**src/rtl/snn_spi_config_loader.sv**
```systemverilog
// SPI mode-0 slave, oversampled on clk, that loads the configuration register file
// (weights, delays, threshold, decay, refractory period, control) feeding the delayed-SNN top.
//
// state | meaning
// IDLE  | no transaction; waiting for a falling chip select
// CMD   | shifting in the command byte {rw, addr[6:0]}
// DATA  | streaming data bytes (write into regs or read out on miso), addr auto-increments
module snn_spi_config_loader #(
  parameter int WEIGHT_BYTES = 80,
  parameter int DELAY_BYTES  = 40,
  parameter int ADDR_W       = 7
) (
  input  logic                      clk,
  input  logic                      reset,
  input  logic                      sclk,
  input  logic                      cs_n,
  input  logic                      mosi,
  output logic                      miso,
  output logic [WEIGHT_BYTES*8-1:0] weights,
  output logic [DELAY_BYTES*8-1:0]  delays,
  output logic [7:0]                threshold,
  output logic [7:0]                decay,
  output logic [7:0]                refractory_period,
  output logic                      enable,
  output logic                      busy
);

  localparam int A_THR  = WEIGHT_BYTES + DELAY_BYTES;
  localparam int A_DEC  = A_THR + 1;
  localparam int A_REF  = A_THR + 2;
  localparam int A_CTRL = A_THR + 3;

  typedef enum logic [1:0] {
    IDLE = 2'd0,
    CMD  = 2'd1,
    DATA = 2'd2
  } state_t;

  state_t state, state_n;

  logic [1:0] sclk_sync, cs_sync, mosi_sync;
  logic       sclk_d, cs_d;
  logic       sclk_rise, sclk_fall, cs_rise, cs_fall;

  logic [3:0]        bits_left;
  logic [6:0]        shift_q;
  logic [7:0]        byte_in;
  logic              last_bit;
  logic [ADDR_W-1:0] addr_q;
  logic              is_write;
  logic [7:0]        tx_q;

  logic              wr_en;
  logic [ADDR_W-1:0] wr_addr;
  logic [7:0]        wr_data;
  logic [7:0]        ctrl_q;

  logic [ADDR_W-1:0] rd_addr;
  logic [7:0]        rd_byte;

  logic cmd_done, data_done, shift_en, clr_bits, tx_shift;

  // cs_n chain resets low so a chip select held through reset never looks like a new falling edge
  always_ff @(posedge clk) begin
    if (reset) begin
      sclk_sync <= '0;
      cs_sync   <= '0;
      mosi_sync <= '0;
      sclk_d    <= 1'b0;
      cs_d      <= 1'b0;
    end else begin
      sclk_sync <= {sclk_sync[0], sclk};
      cs_sync   <= {cs_sync[0], cs_n};
      mosi_sync <= {mosi_sync[0], mosi};
      sclk_d    <= sclk_sync[1];
      cs_d      <= cs_sync[1];
    end
  end

  assign sclk_rise = sclk_sync[1] & ~sclk_d;
  assign sclk_fall = ~sclk_sync[1] & sclk_d;
  assign cs_rise   = cs_sync[1] & ~cs_d;
  assign cs_fall   = ~cs_sync[1] & cs_d;

  assign byte_in  = {shift_q, mosi_sync[1]};
  assign last_bit = (bits_left == 4'd1);

  always_ff @(posedge clk) begin
    if (reset) state <= IDLE;
    else       state <= state_n;
  end

  always_comb begin
    state_n   = state;
    cmd_done  = 1'b0;
    data_done = 1'b0;
    shift_en  = 1'b0;
    clr_bits  = 1'b0;
    tx_shift  = 1'b0;
    case (state)
      IDLE: begin
        if (cs_fall) begin
          state_n  = CMD;
          clr_bits = 1'b1;
        end
      end
      CMD: begin
        if (cs_rise) begin
          state_n = IDLE;
        end else if (sclk_rise) begin
          shift_en = 1'b1;
          if (last_bit) begin
            cmd_done = 1'b1;
            state_n  = DATA;
          end
        end
      end
      DATA: begin
        if (cs_rise) begin
          state_n = IDLE;
        end else begin
          if (sclk_rise) begin
            shift_en  = 1'b1;
            data_done = last_bit;
          end
          if (sclk_fall && !is_write) tx_shift = 1'b1;
        end
      end
      default: state_n = IDLE;
    endcase
  end

  // Next read byte: the command's address while in CMD, otherwise the following address
  assign rd_addr = (state == CMD) ? byte_in[6:0] : addr_q + ADDR_W'(1);

  always_comb begin
    rd_byte = '0;
    for (int k = 0; k < WEIGHT_BYTES; k++)
      if (rd_addr == ADDR_W'(k)) rd_byte = weights[8*k +: 8];
    for (int k = 0; k < DELAY_BYTES; k++)
      if (rd_addr == ADDR_W'(WEIGHT_BYTES + k)) rd_byte = delays[8*k +: 8];
    if (rd_addr == ADDR_W'(A_THR))  rd_byte = threshold;
    if (rd_addr == ADDR_W'(A_DEC))  rd_byte = decay;
    if (rd_addr == ADDR_W'(A_REF))  rd_byte = refractory_period;
    if (rd_addr == ADDR_W'(A_CTRL)) rd_byte = ctrl_q;
  end

  always_ff @(posedge clk) begin
    if (reset) begin
      bits_left <= '0;
      shift_q   <= '0;
      addr_q    <= '0;
      is_write  <= 1'b0;
      tx_q      <= '0;
      miso      <= 1'b0;
      wr_en     <= 1'b0;
      wr_addr   <= '0;
      wr_data   <= '0;
    end else begin
      wr_en <= 1'b0;
      if (clr_bits) begin
        bits_left <= 4'd8;
        shift_q   <= '0;
      end else if (shift_en) begin
        shift_q   <= byte_in[6:0];
        bits_left <= last_bit ? 4'd8 : bits_left - 4'd1;
      end

      if (cmd_done) begin
        is_write <= byte_in[7];
        addr_q   <= byte_in[6:0];
        tx_q     <= rd_byte;
      end

      // Completed data byte: queue the write for the next cycle, or fetch the next read byte
      if (data_done) begin
        addr_q <= addr_q + ADDR_W'(1);
        if (is_write) begin
          wr_en   <= 1'b1;
          wr_addr <= addr_q;
          wr_data <= byte_in;
        end else begin
          tx_q <= rd_byte;
        end
      end

      if (state != DATA || cs_sync[1]) begin
        miso <= 1'b0;
      end else if (tx_shift) begin
        miso <= tx_q[7];
        tx_q <= {tx_q[6:0], 1'b0};
      end
    end
  end

  always_ff @(posedge clk) begin
    if (reset) begin
      weights           <= '0;
      delays            <= '0;
      threshold         <= 8'h10;
      decay             <= 8'h01;
      refractory_period <= 8'h02;
      ctrl_q            <= 8'h00;
    end else if (wr_en) begin
      for (int k = 0; k < WEIGHT_BYTES; k++)
        if (wr_addr == ADDR_W'(k)) weights[8*k +: 8] <= wr_data;
      for (int k = 0; k < DELAY_BYTES; k++)
        if (wr_addr == ADDR_W'(WEIGHT_BYTES + k)) delays[8*k +: 8] <= wr_data;
      if (wr_addr == ADDR_W'(A_THR))  threshold         <= wr_data;
      if (wr_addr == ADDR_W'(A_DEC))  decay             <= wr_data;
      if (wr_addr == ADDR_W'(A_REF))  refractory_period <= wr_data;
      if (wr_addr == ADDR_W'(A_CTRL)) ctrl_q            <= wr_data;
    end
  end

  // Network only runs with chip select released, so it never sees half-written config
  always_ff @(posedge clk) begin
    if (reset) begin
      enable <= 1'b0;
      busy   <= 1'b0;
    end else begin
      enable <= ctrl_q[0] & cs_sync[1];
      busy   <= (state_n != IDLE);
    end
  end

endmodule

```
**config.mk**
```make
export PLATFORM = sky130hd
export DESIGN_NAME = snn_spi_config_loader
export DESIGN_NICKNAME = d
export VERILOG_FILES = /design/src/rtl/snn_spi_config_loader.sv
export SDC_FILE = /design/constraint.sdc
export NUM_CORES = 2
export LEC_CHECK = 0
export ABC_AREA = 1
export BUFFER_PORTS_ARGS = -buffer_cell sky130_fd_sc_hd__buf_2
export CORE_AREA = 3 3 382 384
export CTS_CLUSTER_DIAMETER = 40
export DETAILED_ROUTE_END_ITERATION = 16
export DIE_AREA = 0 0 385 387
export HOLD_SLACK_MARGIN = 0.02
export MAX_ROUTING_LAYER = met4
export PLACE_DENSITY_LB_ADDON = 0.15
export SKIP_LAST_GASP = 1
export SYNTH_ARGS = -nofsm -noshare
export SYNTH_HDL_FRONTEND = slang
export SYNTH_SLANG_ARGS = --single-unit
```
**constraint.sdc**
```tcl
create_clock -name clk -period 6.77 [get_ports clk]
set_clock_uncertainty 0.2 [all_clocks]
set_input_delay 1.0155 -clock clk [delete_from_list [all_inputs] [get_ports clk]]
set_output_delay 1.0155 -clock clk [all_outputs]
set_load 0.1 [all_outputs]
```
# After elaboration in Yosys (flattened, before gate mapping)
# Cells that the tools add are included.
[word_totals]
register_bits = 1048
in_bits = 5
out_inout_bits = 987
word_cells = 699
[op_classes]
muxes = 157
n_eq_ne = 250
reduce_logical = 138
bitwise_logic = 10
add_sub_neg = 2
[ops]
columns = ["op", "n"]
rows = [
  ["$mux 8", 129],
  ["$eq 7x7->1 const B", 120],
  ["$eq 7x6->1 const B", 64],
  ["$reduce_and 2->1", 125],
  ["$eq 7x5->1 const B", 32],
  ["$eq 7x4->1 const B", 16],
  ["$eq 7x3->1 const B", 8],
  ["$eq 7x2->1 const B", 4],
  ["$mux 7", 3],
  ["$mux 1", 16],
  ["$eq 7x1->1 const B", 2],
  ["$logic_not 7->1", 2],
  ["$mux 4", 3],
  ["$mux 2", 5],
  ["$reduce_or 2->1", 4],
  ["$add 7x1->7 const B", 1],
  ["$pmux 2 s3", 1],
  ["$reduce_bool 2->1", 3],
  ["$and 1x1->1", 5],
  ["$not 1->1", 5],
  ["$eq 4x1->1 const B", 1],
  ["$sub 4x1->4 const B", 1],
  ["$eq 2x1->1 const B", 1],
  ["$eq 2x2->1 const B", 1],
  ["5 further kinds", 5],
]

# Longest topological paths before layout
[depth]
word_depth = 132
mapped_depth = 108
ltp_nobuf = 108

# Worst setup path after synthesis
# Ideal clock, no wire load.
[synth_timing]
kind = "register -> register"
startpoint = "reg state[1]"
endpoint = "reg tx_q[0]"
slack_ns = 0.234
path_buffers = 2
setup_time_ns = 0.124
path_stages_with_launch = 104
required_ns = 6.446
arrival_ns = 6.212
period_less_slack_ns = 6.536
cell_sequence = "dfxtp_1 > inv_1 > ha_1 > buf_4 > inv_2 > nand3_1 > nand2_1 > nand3_2 > nor2_8 > inv_4 > buf_6 > nor2_4 > inv_2 > or2_1 > nand2_1 > nand2_1 > nand2_1 > nand3_1 > (+68 left out) > nand2_1 > nand3_1 > nand2_1 > nand2_1 > nand2_1 > nand2_1 > nand2_1 > nand2_1 > nand2_1 > nand2_1 > nand2_1 > nand2_1 > nand2_1 > nand4_1 > nand2_1 > nand3_1 > nand2_1 > a21oi_2"
[synth_between]
elab_chain_cells = 132
elab_cells_between_ends = 261
cone_classes = "eq/ne: 126; mux: 133; reduce/logical: 2"
[synth_rtl]
columns = ["element", "line", "source"]
rows = [
  ["start: declaration", "39", "state_t state, state_n;"],
  ["start signal: assignment", "90", "else state <= state_n;"],
  ["$eq 2x1->1", "100, 134", ""],
  ["$mux 7", "134", "assign rd_addr = (state == CMD) ? byte_in[6:0] : addr_q + ADDR_W'(1);"],
  ["$logic_not 7->1", "139", "if (rd_addr == ADDR_W'(k)) rd_byte = weights[8*k +: 8];"],
  ["$mux 8 (80 in series)", "139", ""],
  ["$mux 8 (40 in series)", "141", "if (rd_addr == ADDR_W'(WEIGHT_BYTES + k)) rd_byte = delays[8*k +: 8];"],
  ["$mux 8", "142", "if (rd_addr == ADDR_W'(A_THR)) rd_byte = threshold;"],
  ["$mux 8", "143", "if (rd_addr == ADDR_W'(A_DEC)) rd_byte = decay;"],
  ["$mux 8", "144", "if (rd_addr == ADDR_W'(A_REF)) rd_byte = refractory_period;"],
  ["$mux 8", "145", "if (rd_addr == ADDR_W'(A_CTRL)) rd_byte = ctrl_q;"],
  ["$mux 8", "169", "if (cmd_done) begin"],
  ["$mux 8", "178", "if (is_write) begin"],
  ["$mux 8", "176", "if (data_done) begin"],
  ["$mux 8", "189", "end else if (tx_shift) begin"],
  ["$mux 8 *", "187", "if (state != DATA || cs_sync[1]) begin"],
  ["end signal: assignment", "172", "tx_q <= rd_byte;"],
  ["end signal: assignment", "183", "tx_q <= rd_byte;"],
  ["end signal: assignment", "191", "tx_q <= {tx_q[6:0], 1'b0};"],
  ["end: declaration", "51", "logic [7:0] tx_q;"],
]
# Every way passes the cells marked *; elsewhere a longest branch is shown, timed or not.
# A chain may end at the register's enable or synchronous reset.

# Worst setup path in the final report
[layout_timing]
startpoint = "reg state[1]"
endpoint = "reg tx_q[3]"
# The elaborated chain is that of the path after synthesis.

==> metrics.cfg <==
[drt]
routed-via-count = 50630
drt_iter0_drc = 4250
drc = 0
ant_nets = 0
routedWlPerCell_microns = 25.88
routed_wl_microns = 251900
routed_via_density = 5.202
firstDrtPassIters = 8

[timing]
hold_violations = 0
slew_headroom_pct = 13.19
tns_ns = -16.78
period_needed_ns = 9.242
rsz0062_at_grt = yes
slew_viol_final = 0
setup_viol = 8
fin_ws_ns = -2.472
worstMarginPinSlew_ns = 1.297
timing.final.crit_share_pct = 136.5
fmax_ghz = 0.1082

[global_routing]
grt_overflow = 0
grt_pass1_wl_microns = 349300
antenna_found_initial = 5
grt_pass1_vias = 46830
grtUsageTotal_pct = 33.20
grt_max_degree = 233

[clock_tree]
cts_tree = yes
clk_latency_ns = 0.80
htreeDepth = 4
clk_pin_slew_worst_paths_ns = 0.05
numCtsBuffers = 180
ctsLongestPathBuffers = 3
cts_sinks = 1048
cts_hold_repair.buffers = 0
cts-root-buf = clkbuf_16

[synthesis]
syn_area_sq_um = 44900
yosysWarnings = 0
synth_fp_nets = 6402
synth_seq_area_share_pct = 46.72
synth-seq-cells = 1048
synth.avg_cell_area_sq_um = 7.027
syn_inst = 6390
synth.distinct_cells = 38

[setup_path]
cp-start-kind = flop
critical_path_class = reg2reg
crit_slowest_cell = dfxtp_2
arrival_ns = 9.71
crit_path_frequent_cell = nand4_1
path_buf_inv = 7
worstPathMaxFanout = 8
critPathCaptureType = flop
critPathTopFamily = simple AND/OR/NAND/NOR gates
slowest_delay_ns = 0.32
cp.required_ns = 7.24

[power_and_ir_drop]
p_leak_nw = 28.48
p_per_area_nw_per_um2 = 261.5
ir_drop_mv = 0.2206

[placed_design]
pre_cts_ws_ns = -3.079
gp_congestion = 1.007
port_buffers = 991
dp.cells = 9370
place_hpwl_microns = 185600

[layout]
final_cells = 9733
final_core_util_pct = 43.21
drive_above_1_share_pct = 26.85
fillers = 14930
final_cell_mix = nand2_1, o21ai_0, dfxtp_1
mostFrequentLayoutCell = nand2_1
nNetsFinal = 7685
regArea_sq_um = 20990
syn_to_final_growth_pct = 37.75
multi_input_area_sq_um = 20680

[floorplan]
coreArea_sq_um = 143100
io_pins = 992
start_util_pct = 31.37
die_w_microns = 385
die_h_microns = 387
rows = 139
dieArea_sq_um = 149000

[outcome]
outcome = finished, violations left
violations = setup timing

[hold_path]
min_path_type = reg2reg

[run]
max_cap_viol_count = 0

-- cells in the mapped netlist, drive strengths merged --
cell / instances / area share [%]
a21oi: 991 / 11
nor2: 468 / 4.1
o21ai: 1133 / 13
ha: 7 / 0.20
inv: 628 / 5.3
a31oi: 2 / 0.028
clkbuf: 377 / 3.2
nand3b: 1 / 0.017
nor4: 1 / 0.014
nand4: 175 / 2.4
dfxtp: 1048 / 47
nand2: 1224 / 10
nor3: 62 / 0.69
and3: 3 / 0.042
o22ai: 5 / 0.070
nand3: 130 / 1.5
a2111oi: 1 / 0.020
or2: 102 / 1.4
buf: 3 / 0.053
o211ai: 7 / 0.12
a221oi: 4 / 0.078
o31ai: 1 / 0.017
clkinv: 17 / 0.14
-- flip-flops by register name (all words and copies together), names as in the netlist, 8 cells and up --
register	count
ctrl_q	8
decay	8
delays	320
refractory_period	8
threshold	8
tx_q	8
weights	640
wr_data	8
-- metal layers --
layer	global-route usage, %	vias to the layer above	wire, microns
met5	-	-	0
met4	14.45	0	12740
met3	8.846	466	22610
met2	51.93	2206	114500
met1	40.04	24090	102100
li1	-	23870	-
-- layout make-up --
cell class                      count  area share [%]
Multi-Input combinational cell   4317           33.44
Antenna cell                        5         0.02023
Clock buffer                      211           7.899
Clock inverter                    123           2.642
Timing Repair Buffer             1481           14.20
Sequential cell                  1048           33.94
Tap cell                         1903           3.849
Inverter                          645           4.011
-- worst register-to-register path: cells and delay by family (launching register included) --
kind                     cells  cell delay [ns]
adder cells (fa/ha/maj)      1             0.21
AND/OR/NAND/NOR             63             6.63
AO/OA/AOI/OAI                7             0.96
buffers and inverters        7             0.81
flip-flops                   1             0.32
-- cells by family (layout without fill, tap and decap cells) --
kind of cell	Yosys count	count (layout)	synth area share [%]
AO/OA/AOI/OAI	2144	2144	24.02
adder cells (fa/ha/maj)	7	7	0.1950
buffers and inverters	1025	2460	8.602
flip-flops	1048	1048	46.72
other	0	5	0
AND/OR/NAND/NOR	2166	2166	20.46
-- through the flow --
step                power (mW)  area (sq um)  hold WS (ns)
floorplan                6.417         44900        0.1883
global placement         6.488         54480        0.1971
detailed placement       6.487         54480        0.1977
CTS                      16.27         61590        0.2062
global route             16.58         61850        0.2224
finish                   16.18         61850        0.2065
-- final timing paths --
check,from,end,slack [ns],cells after the start
setup / recovery,state[1]$_SDFF_PP0_,tx_q[3]$_SDFF_PP0_,-2.47,78
hold / removal,cs_sync[0]$_SDFF_PP0_,cs_sync[1]$_SDFF_PP0_,0.21,2
setup reg to reg,state[1]$_SDFF_PP0_,tx_q[3]$_SDFF_PP0_,-2.47,78
hold reg to reg,cs_sync[0]$_SDFF_PP0_,cs_sync[1]$_SDFF_PP0_,0.21,2
-- power breakdown --
group,internal (mW),total (mW),leakage (nW),switching [mW]
registers,6.17,6.18,8.44,0.00193
clock network,6.24,9.81,3.13,3.57
logic,0.0483,0.192,16.9,0.144
total,12.5,16.2,28.5,3.71
-- what timing repair did --
| action | CTS | global route |
|---|---|---|
| resized for setup | 137 | 53 |
| buffers inserted | 14 | 11 |
| endpoints found under the setup margin | 8 | 8 |
| pin swaps | 152 | 204 |
(Power assumes the default switching activity.)
